`src/rtl/clk_div_multi.sv`:
```
// Multi-channel programmable clock divider: per-channel square wave and tick strobe,
// runtime divisor writes applied at the period boundary, common sync realignment.
module clk_div_multi #(
    parameter int          N_CH      = 2,
    parameter int          DIV_W     = 28,
    parameter int unsigned RESET_DIV = 134217728,
    parameter int          CH_W      = (N_CH > 1) ? $clog2(N_CH) : 1
) (
    input  logic              clk_in,
    input  logic              reset,
    input  logic              cfg_we,
    input  logic [CH_W-1:0]   cfg_ch,
    input  logic [DIV_W-1:0]  cfg_div,
    input  logic              sync,
    output logic [N_CH-1:0]   clk_out,
    output logic [N_CH-1:0]   tick,
    output logic [N_CH-1:0]   pending
);

    localparam logic [DIV_W-1:0] DIV_RST = DIV_W'(RESET_DIV);

    // ceil(d/2) without widening: floor(d/2) plus the dropped bit
    function automatic logic [DIV_W-1:0] half_up(input logic [DIV_W-1:0] d);
        return (d >> 1) + {{(DIV_W-1){1'b0}}, d[0]};
    endfunction

    // Low only on the first edge after reset, so that edge presents phase 0 instead of advancing
    logic run_q;

    always_ff @(posedge clk_in) begin
        if (reset)
            run_q <= 1'b0;
        else
            run_q <= 1'b1;
    end

    for (genvar i = 0; i < N_CH; i++) begin : g_ch
        logic [DIV_W-1:0] div_q, shd_q, cnt_q;
        logic             pend_q, clk_q, tick_q;
        logic             wr, wrap, take, pend_n;
        logic [DIV_W-1:0] shd_n, div_n, cnt_n;

        // Outputs are registered from the next-state phase, so they line up with cnt_q
        always_comb begin
            wr     = cfg_we && (cfg_ch == CH_W'(i));
            shd_n  = wr ? cfg_div : shd_q;
            pend_n = wr || pend_q;
            wrap   = run_q && (div_q != '0) && (cnt_q == div_q - 1'b1);
            take   = sync || wrap || ((div_q == '0) && pend_q);
            div_n  = (take && pend_n) ? shd_n : div_q;
            cnt_n  = (take || !run_q || (div_n == '0)) ? '0 : cnt_q + 1'b1;
        end

        always_ff @(posedge clk_in) begin
            if (reset) begin
                div_q  <= DIV_RST;
                shd_q  <= DIV_RST;
                cnt_q  <= '0;
                pend_q <= 1'b0;
                clk_q  <= 1'b0;
                tick_q <= 1'b0;
            end else begin
                div_q  <= div_n;
                shd_q  <= shd_n;
                cnt_q  <= cnt_n;
                pend_q <= pend_n && !take;
                clk_q  <= (div_n != '0) && (cnt_n < half_up(div_n));
                tick_q <= (div_n != '0) && (cnt_n == div_n - 1'b1);
            end
        end

        assign clk_out[i] = clk_q;
        assign tick[i]    = tick_q;
        assign pending[i] = pend_q;
    end

endmodule

```
`config.mk`:
```
export PLATFORM = sky130hd
export DESIGN_NAME = clk_div_multi
export DESIGN_NICKNAME = d
export VERILOG_FILES = /design/src/rtl/clk_div_multi.sv
export SDC_FILE = /design/constraint.sdc
export NUM_CORES = 1
export LEC_CHECK = 0
export ABC_AREA = 1
export CORE_ASPECT_RATIO = 0.9
export CORE_MARGIN = 2
export CORE_UTILIZATION = 50
export CTS_BUF_LIST = sky130_fd_sc_hd__clkbuf_4
export CTS_CLUSTER_DIAMETER = 200
export DETAILED_ROUTE_END_ITERATION = 10
export PLACE_DENSITY = 0.67
export SKIP_CTS_REPAIR_TIMING = 1
export SYNTH_ARGS = -nofsm -noshare
export SYNTH_HDL_FRONTEND = slang
export SYNTH_SLANG_ARGS = --single-unit
```
`constraint.sdc`:
```
create_clock -name clk_in -period 9.6 [get_ports clk_in]
set_clock_uncertainty 0.05 [all_clocks]
set_input_delay 1.92 -clock clk_in [delete_from_list [all_inputs] [get_ports clk_in]]
set_output_delay 1.92 -clock clk_in [all_outputs]
set_load 0.01 [all_outputs]
```
==> results of run 1 <==
[synth_stat cells, drive strengths merged]
cell and number:
nand2 683, nor2 488, inv 319, dfxtp 175, nand3 175, xor2 123, nand4 64, ha 62
mux2i 54, o21ai 51, nor3 47, xnor2 38, buf 33, a21oi 30, clkbuf 27, nand3b 21
nor4 13, or2 13, o21bai 8, a211oi 5, and2 4, clkinv 4, o211ai 3, a31oi 2
nor3b 2, o21a 2, a2111oi 1, a211o 1, a221oi 1, o221ai 1, xnor3 1
[path summary, 6_finish.rpt]
kind,from,to,slack [ps],cells past startpoint
max,cfg_ch,g_ch[0].clk_q$_SDFF_PP0_,2130,27
min,g_ch[1].shd_q[27]$_SDFF_PP1_,g_ch[1].shd_q[27]$_SDFF_PP1_,450,2
max reg2reg,g_ch[0].div_q[0]$_SDFF_PP0_,g_ch[0].clk_q$_SDFF_PP0_,2770,32
min reg2reg,g_ch[1].shd_q[27]$_SDFF_PP1_,g_ch[1].shd_q[27]$_SDFF_PP1_,450,2
[report_power, final]
| group | internal [uW] | switching, uW | leakage [uW] | total [uW] |
|---|---|---|---|---|
| clock | 164 | 270 | 0.000141 | 434 |
| sequential | 754 | 21.7 | 0.00143 | 775 |
| combinational | 211 | 473 | 0.00647 | 684 |
| total | 1130 | 765 | 0.00804 | 1890 |
[flip-flops by register name (all words and copies together) (netlist names)]
register and cells:
g_ch.clk_q 2, g_ch.cnt_q 56, g_ch.div_q 56, g_ch.pend_q 2, g_ch.shd_q 56, g_ch.tick_q 2
run_q 1
[worst max-delay path, cell delays in order]
cell	delay, ps
clkdlybuf4s50_1	540
nor2_4	50
buf_4	270
nor2_1	190
clkinv_1	640
nand2_1	250
buf_4	420
nand2_1	120
o21ai_2	130
ha_1	250
ha_1	200
nand3_1	120
nor2_1	290
nand2_1	180
nor3_2	210
nand4_1	250
nor4_2	370
nand2_1	120
xnor2_1	150
ha_1	280
nand2_1	80
nor2_1	60
a211oi_1	180
o221ai_1	140
a2111oi_0	320
nand2_1	90
nor2_1	110
[routing by layer]
metal  vias up  share of wire  track usage
met5         -              0            0
met4         0         0.0094       0.0487
met3        28          0.093       0.0701
met2       508           0.37        0.407
met1      6956           0.53        0.482
li1       7689              -            -
[cell type report]
type	instances	area (sq um)
Fill cell	3113	13800
Antenna cell	2	5.00
Timing Repair Buffer	45	430
Clock inverter	11	116
Clock buffer	21	158
Multi-Input combinational cell	1893	9970
Sequential cell	175	3500
Tap cell	403	504
Inverter	323	1210
[per-stage QoR]
step / instances / cell area, sq um / total power, uW / hold slack (ps) / setup WS [ps]
detailed placement: 2839 / 15600 / 1450 / 427 / 1630
global route: 2873 / 15900 / 2010 / 477 / 1330
finish: 2873 / 15900 / 1890 / 455 / 2130
CTS: 2871 / 15900 / 1880 / 459 / 2230
floorplan: 2451 / 15000 / 1280 / 384 / 3570
global placement: 2839 / 15600 / 1450 / 416 / 1790
[placed cells by master, fill, tap and decap left out, types with 5 or more instances in the layout]
| master | count |
|---|---|
| nor2_2 | 24 |
| ha_1 | 62 |
| mux2i_1 | 54 |
| nor3_1 | 44 |
| buf_4 | 8 |
| o21ai_1 | 10 |
| o21ai_0 | 35 |
| nor2_1 | 454 |
| a21oi_1 | 30 |
| o21ai_2 | 5 |
| nand4_1 | 64 |
| nor4_1 | 12 |
| nand3_1 | 168 |
| a211oi_1 | 5 |
| xor2_1 | 123 |
| or2_2 | 12 |
| dfxtp_1 | 175 |
| inv_2 | 8 |
| o21bai_1 | 8 |
| clkinv_1 | 6 |
| inv_1 | 311 |
| nand2_4 | 7 |
| xnor2_1 | 38 |
| nor2_4 | 9 |
| nand2_2 | 30 |
| nand3_2 | 7 |
| clkbuf_4 | 21 |
| clkdlybuf4s50_1 | 37 |
| nand2_1 | 646 |
| nand3b_1 | 19 |
[cells by family after synthesis]
| kind of cell | synth area share |
|---|---|
| AOI/OAI and AO/OA | 0.0411 |
| xor gates and xnor gates | 0.0953 |
| adders and majority gates | 0.0516 |
| buffers and inverters | 0.105 |
| DFF | 0.233 |
| muxes | 0.0359 |
| and+or+nand+nor | 0.438 |
==> metrics.csv, run 1 <==
metric,value,unit
vias,15200,
cts_buffer_depth,2,
drc,0,
setup_violations,0,
fmax,0.134,GHz
grt_use_total,0.302,
start_util,0.506,
grt_pass1_wl,75300,microns
grt_antenna_before_repair,2,
vias_per_cell,5.28,
grt_pass1_vias,13600,
drt_wl_total,47900,microns
place_congestion,0.989,
core,29700,sq um
p_per_area,119,nW/um^2
fin_nets,2550,
dieArea,31500,sq um
slew-limit-headroom,0.331,
hpwl,39200,microns
status,"complete, no violations",
final_util,0.535,
netlist.area_leader.share,0.233,
p_leak,0.00804,uW
drtPass1Iterations,5,
die_w,187,microns
numCtsBuffers,17,
rsz0062_at_grt,no,
drive_gt1_frac,0.0600,
drv_cap,0,
arrival,7960,ps
fin_crit_sh,0.778,
worst_hold_path_type,reg2reg,
num_rows,60,
ys_seq_area_frac,0.233,
synth.ff_latch_count,175,
required,10080,ps
yosysWarnings,0,
wl_per_cell,16.7,microns
yosys-top-cells-area,"dfxtp_1 (23%), nand2_1 (16%), nor2_1 (11%)",
drtIter0Drc,1399,
yosys.area.top_type,dfxtp_1,
cp_max_fo,38,
final_hold_viol_count,0,
htree_levels,4,
cts_tree,built,
io_pins,39,
slew_violations,0,
tightest_slew,1000,ps
tns,0,ps
syn-num-nets,2546,
start_kind,primary input,
syn_area,15000,sq um
ir_worst_vdd,0.101,mV
yosysUniqueCellTypes,49,
clk-insertion-delay-late,610,ps
synthCells,2451,
drtAntennaViolNets,0,
syn_area_per_cell,6.13,sq um
syn_to_final_growth,5.74,%
dieHeight,169,microns
cts-root-buf,clkbuf_4,
endpoint_kind,register,
clkSlewWorstSetupHoldPaths,140,ps
grt_remaining_overflow,0,
port_buffers,38,
cts.sinks,175,
criticalPathCategory,in2reg,
grt_max_degree,80,
fin_crit,7470,ps
Power figures use the tool's default switching activity.
==> inputs of run 2 (changes only) <==
==> constraint.sdc (replaced) <==
create_clock -name clk_in -period 7.55 [get_ports clk_in]
set_clock_uncertainty 0.05 [all_clocks]
set_input_delay 1.51 -clock clk_in [delete_from_list [all_inputs] [get_ports clk_in]]
set_output_delay 1.51 -clock clk_in [all_outputs]
set_load 0.01 [all_outputs]
==> metrics.csv, run 2 (synthesized netlist as in run 1, its figures left out) <==
metric,value,unit,change
netSwitchingFraction,0.410,,was 0.404
tightest_slew,956,ps,was 1000 ps
drtAntennaViolNets,0,,unchanged
p_per_area,150,nW/um^2,was 119 nW/um^2
cts.sinks,175,,unchanged
drtPass1Iterations,6,,was 5
cp_max_fo,33,,was 38
arrival,6990,ps,was 7960 ps
clk-insertion-delay-late,610,ps,about the same
drive_gt1_frac,0.0615,,was 0.0600
slew_violations,0,,unchanged
clkSlewWorstSetupHoldPaths,150,ps,was 140 ps
tns,0,ps,unchanged
p_sw,976,uW,was 765 uW
worst_hold_path_type,reg2reg,,unchanged
critical-path-top-delay-family,simple AND/OR/NAND/NOR gates,,unchanged
grt_use_total,0.300,,was 0.302
wl_per_cell,16.5,microns,was 16.7 microns
die_w,187,microns,unchanged
fin_nets,2554,,was 2550
status,"complete, no violations",,unchanged
seqPwrFrac,0.414,,was 0.410
fmax,0.153,GHz,
grt_pass1_wl,74700,microns,was 75300 microns
p_leak,0.00805,uW,was 0.00804 uW
whs_path_depth,2,,unchanged
crit_path_frequent_cell,nand2_1,,unchanged
grt_remaining_overflow,0,,unchanged
syn_to_final_growth,5.78,%,was 5.74%
place_congestion,0.971,,was 0.989
endpoint_kind,register,,unchanged
start_util,0.506,,unchanged
mostFrequentLayoutCells,"nand2_1 (646), nor2_1 (454), inv_1 (311), dfxtp_1 (175), nand3_1 (168)",,unchanged
cts-root-buf,clkbuf_4,,unchanged
numCtsBuffers,17,,unchanged
critPathMaxStageDelay,400,ps,was 640 ps
final_common_cell,nand2_1,,unchanged
dieHeight,169,microns,unchanged
cts_buffer_depth,2,,unchanged
internal-power,1400,uW,was 1130 uW
slew-limit-headroom,0.363,,was 0.331
cp_slowest_cell,nor3_1,,was clkinv_1
totalPowerFinal,2380,uW,was 1890 uW
top_regs,"g_ch.cnt_q x56, g_ch.div_q x56, g_ch.shd_q x56",,unchanged
drtIter0Drc,1452,,was 1399
htree_levels,4,,unchanged
grt_max_degree,89,,was 80
hpwl,38800,microns,was 39200 microns
vias,15100,,was 15200
vias_per_cell,5.25,,was 5.28
ir_worst_vdd,0.135,mV,was 0.101 mV
worst-path-stages,37,,was 27
io_pins,39,,unchanged
dieArea,31500,sq um,unchanged
pwr-share-clk,0.221,,was 0.229
port_buffers,38,,unchanged
fin_crit_sh,0.866,,
start_kind,register,,was primary input
required,8000,ps,was 10080 ps
criticalPathCategory,reg2reg,,was in2reg
cts_tree,built,,unchanged
drc,0,,unchanged
final_hold_viol_count,0,,unchanged
grt_antenna_before_repair,2,,unchanged
setup_violations,0,,unchanged
rsz0062_at_grt,no,,unchanged
drt_wl_total,47400,microns,was 47900 microns
drv_cap,0,,unchanged
grt_pass1_vias,13500,,was 13600
fin_crit,6540,ps,
core,29700,sq um,unchanged
ff2ff_path_depth,37,,was 32
num_rows,60,,unchanged
combPwrFrac,0.365,,was 0.361
cp_num_buf_inv,4,,unchanged
-- run 2: cell types whose count changed in the layout (fill, tap and decap cells not counted) --
| cell | change |
|---|---|
| clkinvlp_4 | -1 |
| clkinv_4 | +1 |
| bufinv_16 | -1 |
| clkinv_2 | +1 |
| buf_4 | +4 |
-- run 2: metrics by stage --
stage / instance area, sq um / hold slack [ps] / cells / setup WS (ps) / utilization
3_5_place_dp: 15700 / 416 / 2843 / 932 / 0.526
4_1_cts: 15900 / 447 / 2875 / 1170 / 0.535
3_3_place_gp: 15700 / 407 / 2843 / 1030 / 0.526
5_1_grt: 15900 / 470 / 2877 / 391 / 0.535
6_report: 15900 / 445 / 2877 / 1010 / 0.535
2_1_floorplan: 15000 / 384 / 2451 / 1930 / -
-- run 2: worst register-to-register path, delay by kind of cell, from the launching register on --
kind	cells	cell delay, ps
buf+inv	4	360
compound gates	1	110
xor+xnor	1	80
fa+ha+maj	4	950
simple gates	27	4550
flops	1	350
-- run 2: cell type report --
type | count | area (sq um)
Fill cell | 3192 | 13800
Multi-Input combinational cell | 1893 | 9970
Sequential cell | 175 | 3500
Inverter | 323 | 1210
Tap cell | 403 | 504
Timing Repair Buffer | 49 | 460
Clock buffer | 21 | 158
Clock inverter | 11 | 92.6
Antenna cell | 2 | 5.00
-- run 2: final timing paths --
path	start	endpoint	slack, ps
setup / recovery	g_ch[1].div_q[0]$_SDFF_PP0_	g_ch[1].clk_q$_SDFF_PP0_	1010
hold / removal	g_ch[1].shd_q[27]$_SDFF_PP1_	g_ch[1].shd_q[27]$_SDFF_PP1_	450
setup reg to reg	g_ch[1].div_q[0]$_SDFF_PP0_	g_ch[1].clk_q$_SDFF_PP0_	1010
hold reg to reg	g_ch[1].shd_q[27]$_SDFF_PP1_	g_ch[1].shd_q[27]$_SDFF_PP1_	450
-- run 2: layer usage --
| metal | GRT usage | vias to the layer above | wire, microns |
|---|---|---|---|
| met1 | 0.481 | 6814 | 24900 |
| met4 | 0.0431 | 0 | 352 |
| met3 | 0.0701 | 24 | 4500 |
| met5 | 0 | - | 0 |
| met2 | 0.403 | 544 | 17700 |
| li1 | - | 7717 | - |
-- run 2: power groups by stage --
stage | Clock, uW | Combinational [uW] | Sequential [uW]
final | 526 | 868 | 985
after global routing | 579 | 971 | 990
after CTS | 536 | 849 | 985
after detailed placement | 0 | 843 | 1000
after global placement | 0 | 839 | 1000
after floorplan | 0 | 630 | 997
